[config.mk]
export PLATFORM = sky130hd
export DESIGN_NAME = pipe_stage_reg
export DESIGN_NICKNAME = d
export VERILOG_FILES = /design/src/rtl/pipe_pkg.sv /design/src/rtl/pipe_skid_slot.sv /design/src/rtl/pipe_stage_reg.sv
export SDC_FILE = /design/constraint.sdc
export NUM_CORES = 1
export LEC_CHECK = 0
export CORE_ASPECT_RATIO = 0.7
export CORE_MARGIN = 4
export CORE_UTILIZATION = 40
export CTS_CLUSTER_SIZE = 10
export DETAILED_ROUTE_END_ITERATION = 16
export GPL_TIMING_DRIVEN = 0
export MAX_ROUTING_LAYER = met4
export PLACE_DENSITY = 0.8
export REMOVE_ABC_BUFFERS = 1
export SLEW_MARGIN = 10
export SYNTH_ARGS = -nofsm -noshare
export SYNTH_HDL_FRONTEND = slang
export SYNTH_SLANG_ARGS = --single-unit
[constraint.sdc]
create_clock -name clk -period 2.3 [get_ports clk]
set_input_delay 0.23 -clock clk [delete_from_list [all_inputs] [get_ports clk]]
set_output_delay 0.23 -clock clk [all_outputs]
set_load 0.02 [all_outputs]
[src/rtl/pipe_pkg.sv]
`default_nettype none
// ============================================================================
// Module   : pipe_pkg
// Purpose  : Shared pipeline definitions. This package holds the standard
//            payload widths, the bubble instruction encoding and the packed
//            payload layouts that travel through pipe_stage_reg instances.
// Ports    : none (package)
// Revision : 1.0 - initial release
// ============================================================================
package pipe_pkg;

  localparam int INSTR_W = 32;
  localparam int ADDR_W  = 32;

  // An all-zero word decodes as sll $0,$0,0, so this is a harmless bubble.
  localparam logic [INSTR_W-1:0] NOP_INSTR = 32'h0000_0000;

  // IF/ID payload: {PC, PC+4, instruction}. This layout is 96 bits wide.
  typedef struct packed {
    logic [ADDR_W-1:0]  pc;
    logic [ADDR_W-1:0]  pc_plus4;
    logic [INSTR_W-1:0] instr;
  } if_id_t;

  // ID/EX payload: operands and control fields after decode.
  typedef struct packed {
    logic [ADDR_W-1:0] pc_plus4;
    logic [31:0]       rs_val;
    logic [31:0]       rt_val;
    logic [31:0]       imm;
    logic [4:0]        rd;
  } id_ex_t;

  localparam int IF_ID_W = $bits(if_id_t);
  localparam int ID_EX_W = $bits(id_ex_t);

endpackage
`default_nettype wire

[src/rtl/pipe_skid_slot.sv]
`default_nettype none
// ============================================================================
// Module   : pipe_skid_slot
// Purpose  : A one-entry holding register with a valid bit. The parent stage
//            uses it to park a beat that arrives while its main register is
//            full and stalled.
// Ports    : clk      - stage clock. The active edge is set by CLK_NEGEDGE.
//            reset    - asynchronous, active-low reset.
//            i_load   - capture i_data and mark the slot occupied.
//            i_unload - the beat was handed to the main register; free slot.
//            i_clear  - flush. It empties the slot and takes priority.
//            i_data   - beat to capture.
//            o_valid  - slot occupied.
//            o_data   - held beat.
// Revision : 1.0 - initial release
// ============================================================================
module pipe_skid_slot
  import pipe_pkg::*;
#(
  parameter int DATA_W      = 96,
  parameter int CLK_NEGEDGE = 1
) (
  input  logic              clk,
  input  logic              reset,
  input  logic              i_load,
  input  logic              i_unload,
  input  logic              i_clear,
  input  logic [DATA_W-1:0] i_data,
  output logic              o_valid,
  output logic [DATA_W-1:0] o_data
);

  logic              w_clk_act;
  logic              r_valid;
  logic [DATA_W-1:0] r_data;

  assign w_clk_act = (CLK_NEGEDGE != 0) ? ~clk : clk;

  always_ff @(posedge w_clk_act or negedge reset) begin
    if (!reset) begin
      r_valid <= 1'b0;
      r_data  <= '0;
    end else if (i_clear) begin
      r_valid <= 1'b0;
    end else if (i_load) begin
      r_valid <= 1'b1;
      r_data  <= i_data;
    end else if (i_unload) begin
      r_valid <= 1'b0;
    end
  end

  assign o_valid = r_valid;
  assign o_data  = r_data;

endmodule
`default_nettype wire

[src/rtl/pipe_stage_reg.sv]
`default_nettype none
// ============================================================================
// Module   : pipe_stage_reg
// Purpose  : A parametrised pipeline stage register with a valid/ready
//            handshake. It supports synchronous flush with bubble insertion
//            and has a saturating stall counter.
// Config   : PIPE_STAGE_SKID_EN - when defined, a one-entry skid slot is
//            added. With the skid, in_ready comes from a register and up to
//            two beats are buffered. Without it, in_ready is combinational:
//            out_ready | ~out_valid.
// Ports    : clk       - stage clock. Capture happens on the falling edge if
//                        CLK_NEGEDGE=1, and on the rising edge otherwise.
//            reset     - asynchronous, active-low reset.
//            flush     - synchronous kill. It drives a NOP_VALUE bubble.
//            in_valid  - upstream beat present.
//            in_ready  - stage can accept.
//            in_data   - upstream payload [DATA_W].
//            out_valid - stage holds a valid beat.
//            out_ready - downstream accepts.
//            out_data  - registered payload [DATA_W].
//            stall_cnt - count of edges with out_valid=1 and out_ready=0.
//                        It saturates at its maximum value.
// Revision : 1.0 - initial release
// ============================================================================
module pipe_stage_reg
  import pipe_pkg::*;
#(
  parameter int                DATA_W      = 96,
  parameter logic [DATA_W-1:0] NOP_VALUE   = '0,
  parameter int                CLK_NEGEDGE = 1,
  parameter int                STALL_CNT_W = 16
) (
  input  logic                   clk,
  input  logic                   reset,
  input  logic                   flush,
  input  logic                   in_valid,
  output logic                   in_ready,
  input  logic [DATA_W-1:0]      in_data,
  output logic                   out_valid,
  input  logic                   out_ready,
  output logic [DATA_W-1:0]      out_data,
  output logic [STALL_CNT_W-1:0] stall_cnt
);

  logic                   w_clk_act;
  logic                   r_out_valid;
  logic [DATA_W-1:0]      r_out_data;
  logic [STALL_CNT_W-1:0] r_stall_cnt;
  logic                   w_accept;
  logic                   w_release;
  logic                   w_load_main;
  logic                   w_skid_valid;
  logic [DATA_W-1:0]      w_skid_data;

  // All state in the stage shares one active edge.
  assign w_clk_act = (CLK_NEGEDGE != 0) ? ~clk : clk;

  assign w_release   = r_out_valid & out_ready;
  assign w_load_main = w_release | ~r_out_valid;
  assign w_accept    = in_valid & in_ready;

`ifdef PIPE_STAGE_SKID_EN
  logic w_skid_load;

  // The skid is occupied only while the main register is full. A flopped
  // ready is therefore enough, and out_ready has no path to in_ready.
  assign in_ready    = ~w_skid_valid;
  assign w_skid_load = w_accept & ~w_load_main & ~flush;

  pipe_skid_slot #(
    .DATA_W      (DATA_W),
    .CLK_NEGEDGE (CLK_NEGEDGE)
  ) u_skid (
    .clk      (clk),
    .reset    (reset),
    .i_load   (w_skid_load),
    .i_unload (w_load_main),
    .i_clear  (flush),
    .i_data   (in_data),
    .o_valid  (w_skid_valid),
    .o_data   (w_skid_data)
  );
`else
  assign in_ready     = out_ready | ~r_out_valid;
  assign w_skid_valid = 1'b0;
  assign w_skid_data  = '0;
`endif

  // Main register. A beat parked in the skid is older than any new beat, so
  // it is loaded first. When no beat arrives, the data field keeps its value.
  always_ff @(posedge w_clk_act or negedge reset) begin
    if (!reset) begin
      r_out_valid <= 1'b0;
      r_out_data  <= NOP_VALUE;
    end else if (flush) begin
      r_out_valid <= 1'b0;
      r_out_data  <= NOP_VALUE;
    end else if (w_load_main) begin
      if (w_skid_valid) begin
        r_out_valid <= 1'b1;
        r_out_data  <= w_skid_data;
      end else begin
        r_out_valid <= w_accept;
        if (w_accept) begin
          r_out_data <= in_data;
        end
      end
    end
  end

  // The stall counter ignores flush, so it can only be cleared by reset.
  always_ff @(posedge w_clk_act or negedge reset) begin
    if (!reset) begin
      r_stall_cnt <= '0;
    end else if (r_out_valid && !out_ready && !(&r_stall_cnt)) begin
      r_stall_cnt <= r_stall_cnt + 1'b1;
    end
  end

  assign out_valid = r_out_valid;
  assign out_data  = r_out_data;
  assign stall_cnt = r_stall_cnt;

  // The upstream stage must hold its payload steady while it is back-pressured.
  property p_hold_payload;
    @(posedge w_clk_act) disable iff (!reset)
      (in_valid && !in_ready && !flush) |=> (in_data == $past(in_data));
  endproperty
  a_hold_payload: assert property (p_hold_payload);

endmodule
`default_nettype wire
== Word-level counts from Yosys, hierarchy flattened ==
Index checks and enable logic that the tools add are counted.

* Register bits after elaboration: 113
* Input port bits: 101
* Output and inout port bits: 114
* Logic and storage cells: 22

* Add/subtract/negate cells: 1
* Mux-type cells: 5
* Bitwise operators: 5
* Reductions and logical operators: 8

{| class="wikitable"
|+ Operators with widths
! kind !! number
|-
| 96-bit 2-to-1 mux || 3
|-
| 16-bit by 1-bit adder with 16-bit output, second input constant || 1
|-
| 16-bit AND reduction || 1
|-
| 2-bit nonzero test || 2
|-
| 1-bit bitwise AND || 2
|-
| 1-bit logical AND || 2
|-
| 1-bit logical NOT || 2
|-
| 1-bit 2-to-1 mux || 2
|-
| 1-bit bitwise OR || 2
|-
| 2-bit AND reduction || 1
|-
| 1-bit NOT || 1
|}

== Longest topological paths before layout ==
Gate-level depths: netlist (run 1).

* Word-level depth: 6
* Mapped depth: 8
* Gate-level depth less buffers: 5

==> flow_summary.toml, run 1 <==
[clock_network]
cts_buffer_depth = 2
htree_levels = 4
ctsHoldBuffers = 0
cts_sinks = 113
path_clk_slew_ps = 40
clkLatencyLatePin_ps = 380
tritoncts = "built"
cts_root_buf = "clkbuf_16"
cts_buffers = 17

[outcome]
outcome = "complete, but fails checks"
violations = "negative setup slack"

[layout]
final_cells = 795
final_cell_mix = "132 x buf_6, 113 x dfrtn_1, 96 x a22o_1, 96 x clkdlybuf4s50_1, 89 x buf_4"
fin_area_um2 = 8990
final_layout_size_suffix_gt1_share_pct = 46.6
fin_nets = 753
antennaDiodeCount = 0
area_growth_pct = 107
layout_commonest_cell = "buf_6"
fillerInstances = 463

[synth]
synth_edf_count = 0
synth_cell_types = 39
synth-seq-cells = 113
ys_dominant_reg_cell = "dfrtn_1"
avgSynthCellArea_um2 = 14.4
syn_inst = 302
syn-cell-area_um2 = 4340
seq_area_frac_synth_pct = 65.2
synthArstFlopShare_pct = 100
yosysWarningCount = 0

[critical_path]
worstPathRequired_ps = 1380
slowest_stage = "a22o_1"
max_stage_delay_ps = 170
cp_max_fo = 5
cp.arrival_ps = 1620
path_cells = "buf_8 -> nor2b_4 -> inv_4 -> buf_4 -> buf_6 -> nand2_4 -> nor2_4 -> buf_6 -> buf_12 -> buf_12 -> buf_16 -> a22o_1"
end_kind = "register"
cp-start-kind = "primary input"
worst-setup-path-type = "in -> reg"

[route]
dr.pass1.iters = 5
wl_met1_um = 7490
routed-wl-met3_um = 1200
wirelength_um = 18900
drt_iter0_drc = 209
dr_total_vias = 4419
ant_nets = 0
detail_route.wl_per_cell_um = 23.7
vias_per_cell = 5.56
routed-wl-met2_um = 9740
drc = 0
top_layer = "met4"

[grt]
grt_usage_pct = 27.4
grt_max_degree = 64
antenna_found_initial = 0
overflow = 0
grt_pass1_vias = 4467
grt_pass1_wl_um = 25300

[sta]
timing.final.ws_setup_ps = -248
clock_skew_ps = 8.40
setup-violations-final = 212
timing_worst_slew_pin_value_ps = 511
finalHoldViolations = 0
relSlewSlack_pct = 65.8
rsz0062_at_grt = "yes"
drv_slew = 0

[placement]
io_buffers = 214
dp.final_hpwl_um = 8770
gp_congestion = 0.782
place_inst = 630
placed_area_um2 = 6630
dp_slack_ps = -1330

[floorplanning]
initial_core_util_pct = 41.4
die_y_um = 95.1
row_count = 31
die_w_um = 132
fp.dieArea_um2 = 12600
io_pins = 215
core_area_um2 = 10500

[hold_path]
hp-class = "reg -> reg"

[power]
power_w = 0.00642
power.leakage_nw = 4.37
powerDensity_nw_per_um2 = 714
ir_drop_mv = 0.582

[flow_run]
cap_violations = 0
-- sequential cells by signal, summed over array words and instances (netlist names) --
register / flops
stall_cnt: 16
out_data: 96
out_valid: 1
-- final timing paths --
kind | slack, ps | endpoint | start | cells past startpoint
setup / recovery | -250 | out_data[90] | out_ready | 12
hold / removal | 480 | out_data[24] | out_data[24] | 1
setup reg to reg | 100 | stall_cnt[1] | stall_cnt[1] | 6
hold reg to reg | 480 | out_data[24] | out_data[24] | 1
max in group asynchronous | 760 | out_data[65] | reset | 2
min in group asynchronous | 820 | out_data[22] | reset | 1
-- power by group --
part	leakage, nW	switching, W	total [W]	internal, W
registers	1.51	0.000125	0.00228	0.00216
clock network	0.275	0.000921	0.00256	0.00164
logic	2.58	0.000708	0.00158	0.000868
total	4.37	0.00175	0.00642	0.00467
-- Yosys cell counts, types with 4 or more instances --
master   count  area (um2)
nand2_1      8        30.0
nand3_1      5        25.0
and3_1       4        25.0
buf_4        9        67.6
dfrtn_1    113        2830
a22o_1      96         841
nand4_1      4        25.0
buf_2       12        60.1
a21oi_1      4        20.0
nor2_1       5        18.8
-- what timing repair did --
action                                  4_1_cts  5_1_grt
pin swaps                                    11       12
gates cloned                                 15        9
setup buffers                                67       45
endpoints found under the hold margin         0        0
endpoints found under the setup margin      225      218
resized for setup                           736       21
-- metrics by stage --
step                      utilization [%]  TNS (ps)  hold slack, ps
after floorplan                         -   -184290             530
after global placement               62.1   -821950             447
after detailed placement             63.3   -144230             450
after CTS                            80.1    -14490             479
after global routing                 85.8    -23710             483
final                                85.8    -18370             476
-- kinds of logic after synthesis --
family	after synthesis	synth area share, %
AO/OA/AOI/OAI	110	22.2
multiplexers	7	1.73
adder cells (fa/ha/maj)	1	0.288
flip-flops	113	65.2
XOR/XNOR	5	1.01
AND/OR/NAND/NOR	41	6.08
buffers and inverters	25	3.52
-- per-layer routing --
metal | global-route usage (%) | up-vias
met2 | 45.4 | 255
met4 | 9.78 | 0
li1 | - | 1878
met3 | 8.23 | 43
met5 | - | -
met1 | 32.2 | 2243
-- layout make-up --
class / instances / area (um2) / area share, %
timing repair buffer: 351 / 3890 / 43.3
sequential: 113 / 2830 / 31.5
multi-input combinational: 166 / 1520 / 16.9
clock buffer: 21 / 460 / 5.12
tap: 132 / 165 / 1.84
clock inverter: 10 / 111 / 1.24
inverter: 2 / 10.0 / 0.111
-- worst max-delay path, delay by kind of cell --
family	cells	cell delay, ps
simple gates	3	290
compound gates	1	170
buf+inv	8	920
Note: power is estimated with default switching activity, not from simulation.
==> run 2: changes to the inputs <==
--- a/config.mk
+++ b/config.mk
@@ -5,9 +5,10 @@
 export SDC_FILE = /design/constraint.sdc
 export NUM_CORES = 1
 export LEC_CHECK = 0
+export ABC_AREA = 1
 export CORE_ASPECT_RATIO = 0.7
-export CORE_MARGIN = 4
-export CORE_UTILIZATION = 40
+export CORE_MARGIN = 10
+export CORE_UTILIZATION = 42
 export CTS_CLUSTER_SIZE = 10
 export DETAILED_ROUTE_END_ITERATION = 16
 export GPL_TIMING_DRIVEN = 0
==> run 2 against run 1 <==
  * The run still ends with negative setup slack left
  * First-iteration DRC count is 120% higher
  * Non-clock buffer count is 10 lower
  * Area after synthesis is 14% higher
  * Global-route usage is 1.7 points lower
  * Utilization is 0.70 points lower
  * Via count is 29% higher
  * Synthesized cell count is 90% higher
  * Sequential cell count stayed put
  * Critical path type is now reg -> out
==> flow_summary.toml, run 2 <==
[outcome]
outcome = "complete, but fails checks"
violations = "negative setup slack"

[synth]
synth_edf_count = 0
synth-seq-cells = 113
yosys.area.top_type_share_pct = 57.0
syn-cell-area_um2 = 4960
synthArstFlopShare_pct = 100
yosysMostFrequentCell = "dfrtn_1"
seq_area_frac_synth_pct = 57.0
ys_top_cells_by_area = "dfrtn_1 57%, nand3_1 10%, o21ai_0 9.3%"
yosysWarningCount = 0
synth_cell_types = 27
synth_top_area_cell = "dfrtn_1"
avgSynthCellArea_um2 = 8.66
syn_inst = 573
ys_top_cells_by_count = "113 x dfrtn_1, 109 x inv_1, 102 x nand3_1"
ys_dominant_reg_cell = "dfrtn_1"

[grt]
use_met1_pct = 29.2
grt_pass1_wl_um = 32400
use_met3_pct = 9.22
antenna_found_initial = 1
grt_pass1_vias = 5815
grt.busiest_layer = "met2"
grtUsageMet2_pct = 40.0
grt_usage_pct = 25.6
grt_max_degree = 72
overflow = 0

[sta]
clock_skew_ps = 12.0
setup-violations-final = 201
final.setup.tns_ps = -14640
timing_worst_slew_pin_value_ps = 543
finalHoldViolations = 0
rsz0062_at_grt = "yes"
relSlewSlack_pct = 63.8
timing.final.ws_setup_ps = -263
whs_ps = 506
drv_slew = 0

[critical_path]
path_cells = "inv_2 -> nor2_4 -> inv_2 -> buf_6"
r2r-start = "stall_cnt[0]"
cp.arrival_ps = 2330
worst-setup-path-type = "reg -> out"
cp-start-kind = "register"
ff2ff_path_depth = 10
rrSetupSlack_ps = 90
worstPathRequired_ps = 2070
slowest_stage = "dfrtn_1"
cp_max_fo = 2
max_stage_delay_ps = 440
critPathMostFrequentCell = "inv_2"
reg2reg_to = "stall_cnt[14]"
end_kind = "output pin"

[power]
ir_drop_mv = 0.635
power.leakage_nw = 4.72
powerDensity_nw_per_um2 = 661

[hold_path]
min_to = "out_data[31]"
hp-class = "reg -> reg"
hold_path_depth = 2
holdCritStartpoint = "out_data[31]"

[floorplanning]
die_w_um = 150
io_pins = 215
row_count = 33
fp.dieArea_um2 = 16600
die_y_um = 111
initial_core_util_pct = 42.6
core_area_um2 = 11600

[layout]
layout_commonest_cell = "buf_6"
multi_input_area_um2 = 2010
area_growth_pct = 99.8
fillerInstances = 551
fin_area_um2 = 9910
seqCellArea_um2 = 2830
final_cell_mix = "126 x buf_6, 113 x dfrtn_1, 106 x inv_1"
final_layout_size_suffix_gt1_share_pct = 41.7
fin_nets = 1006
largest_register_ffs = 96

[clock_network]
tritoncts = "built"
cts_buffer_depth = 2
cts_sinks = 113
cts_root_buf = "clkbuf_16"
htree_levels = 4
clkLatencyLatePin_ps = 390
path_clk_slew_ps = 40
cts_buffers = 17
ctsHoldBuffers = 0

[route]
detail_route.wl_per_cell_um = 21.8
wirelength_um = 23400
drt_iter0_drc = 468
dr_total_vias = 5708
ant_nets = 0
drc = 0
dr.pass1.iters = 5
vias_per_cell = 5.31

[placement]
dp.final_hpwl_um = 10900
dp_slack_ps = -1550
io_buffers = 214
placed_area_um2 = 7260
gp_congestion = 0.898

[flow_run]
cap_violations = 0
run 2: cell types whose count changed in the layout (fill, tap and decap cells not counted), moves of 10 or more:
| cell | delta |
|---|---|
| o21ai_0 | +10 |
| nand3_1 | +70 |
| o21ai_1 | +30 |
| a22o_1 | -96 |
| nand3_2 | +25 |
| inv_1 | +105 |
| nor2_1 | +10 |
| o21ai_2 | +56 |
| nand2_1 | +66 |
run 2: logic make-up after synthesis:
group | share of synthesized area, %
and+or+nand+nor | 19.4
buffers and inverters | 11.8
DFF | 57.0
AOI/OAI and AO/OA | 10.4
xor gates and xnor gates | 1.06
adders and majority gates | 0.252
run 2: how the worst max path moves through the flow:
stage / startpoint / end / slack (ps) / cells past startpoint
final: out_valid / in_ready / -260 / 4
after global routing: out_valid / in_ready / -300 / 4
after CTS: out_valid / in_ready / -250 / 4
after detailed placement: flush / out_data[58] / -1550 / 6
after global placement: flush / out_data[38] / -9740 / 5
after floorplan: flush / out_data[0] / -5720 / 3
run 2: power by group:
group	switching, W	internal [W]	leakage [nW]
combinational	0.000890	0.000970	2.98
sequential	0.000137	0.00218	1.47
clock	0.000926	0.00145	0.261
total	0.00195	0.00460	4.72
run 2: cell type report:
type / instances / share of cell area, %
diodes: 1 / 0.0252
clock buffers: 22 / 4.78
clock inverters: 10 / 0.619
inverters: 111 / 4.33
multi-input cells: 317 / 20.3
flip-flops and latches: 113 / 28.5
well taps: 157 / 1.98
repair buffers: 341 / 39.1
repair inverters: 3 / 0.265
run 2: metal layers:
metal  wire length [um]  vias up
met2              11300      356
li1                   -     2496
met1               9250     2789
met4                854        0
met3               2000       67
met5                  0        -
run 2: stage by stage:
step                      instances  power [W]  utilization [%]
final                          1075    0.00655             85.1
after floorplan                 539    0.00280                -
after detailed placement        915    0.00349             62.4
after global placement          910    0.00345             61.2
after CTS                      1032    0.00629             78.9
after global routing           1075    0.00681             85.1
run 2: critical path, delay by kind of cell, from the launching register on:
family,cells,cell delay (ps)
AND/OR/NAND/NOR,1,110
buffers and inverters,3,250
flip-flops,1,440
run 2: what timing repair did:
item / 4_1_cts / 5_1_grt
cloned: 21 / 5
pin swaps: 2 / 4
setup buffers: 64 / 47
gates resized for setup: 820 / 104
setup endpoints to repair: 223 / 223
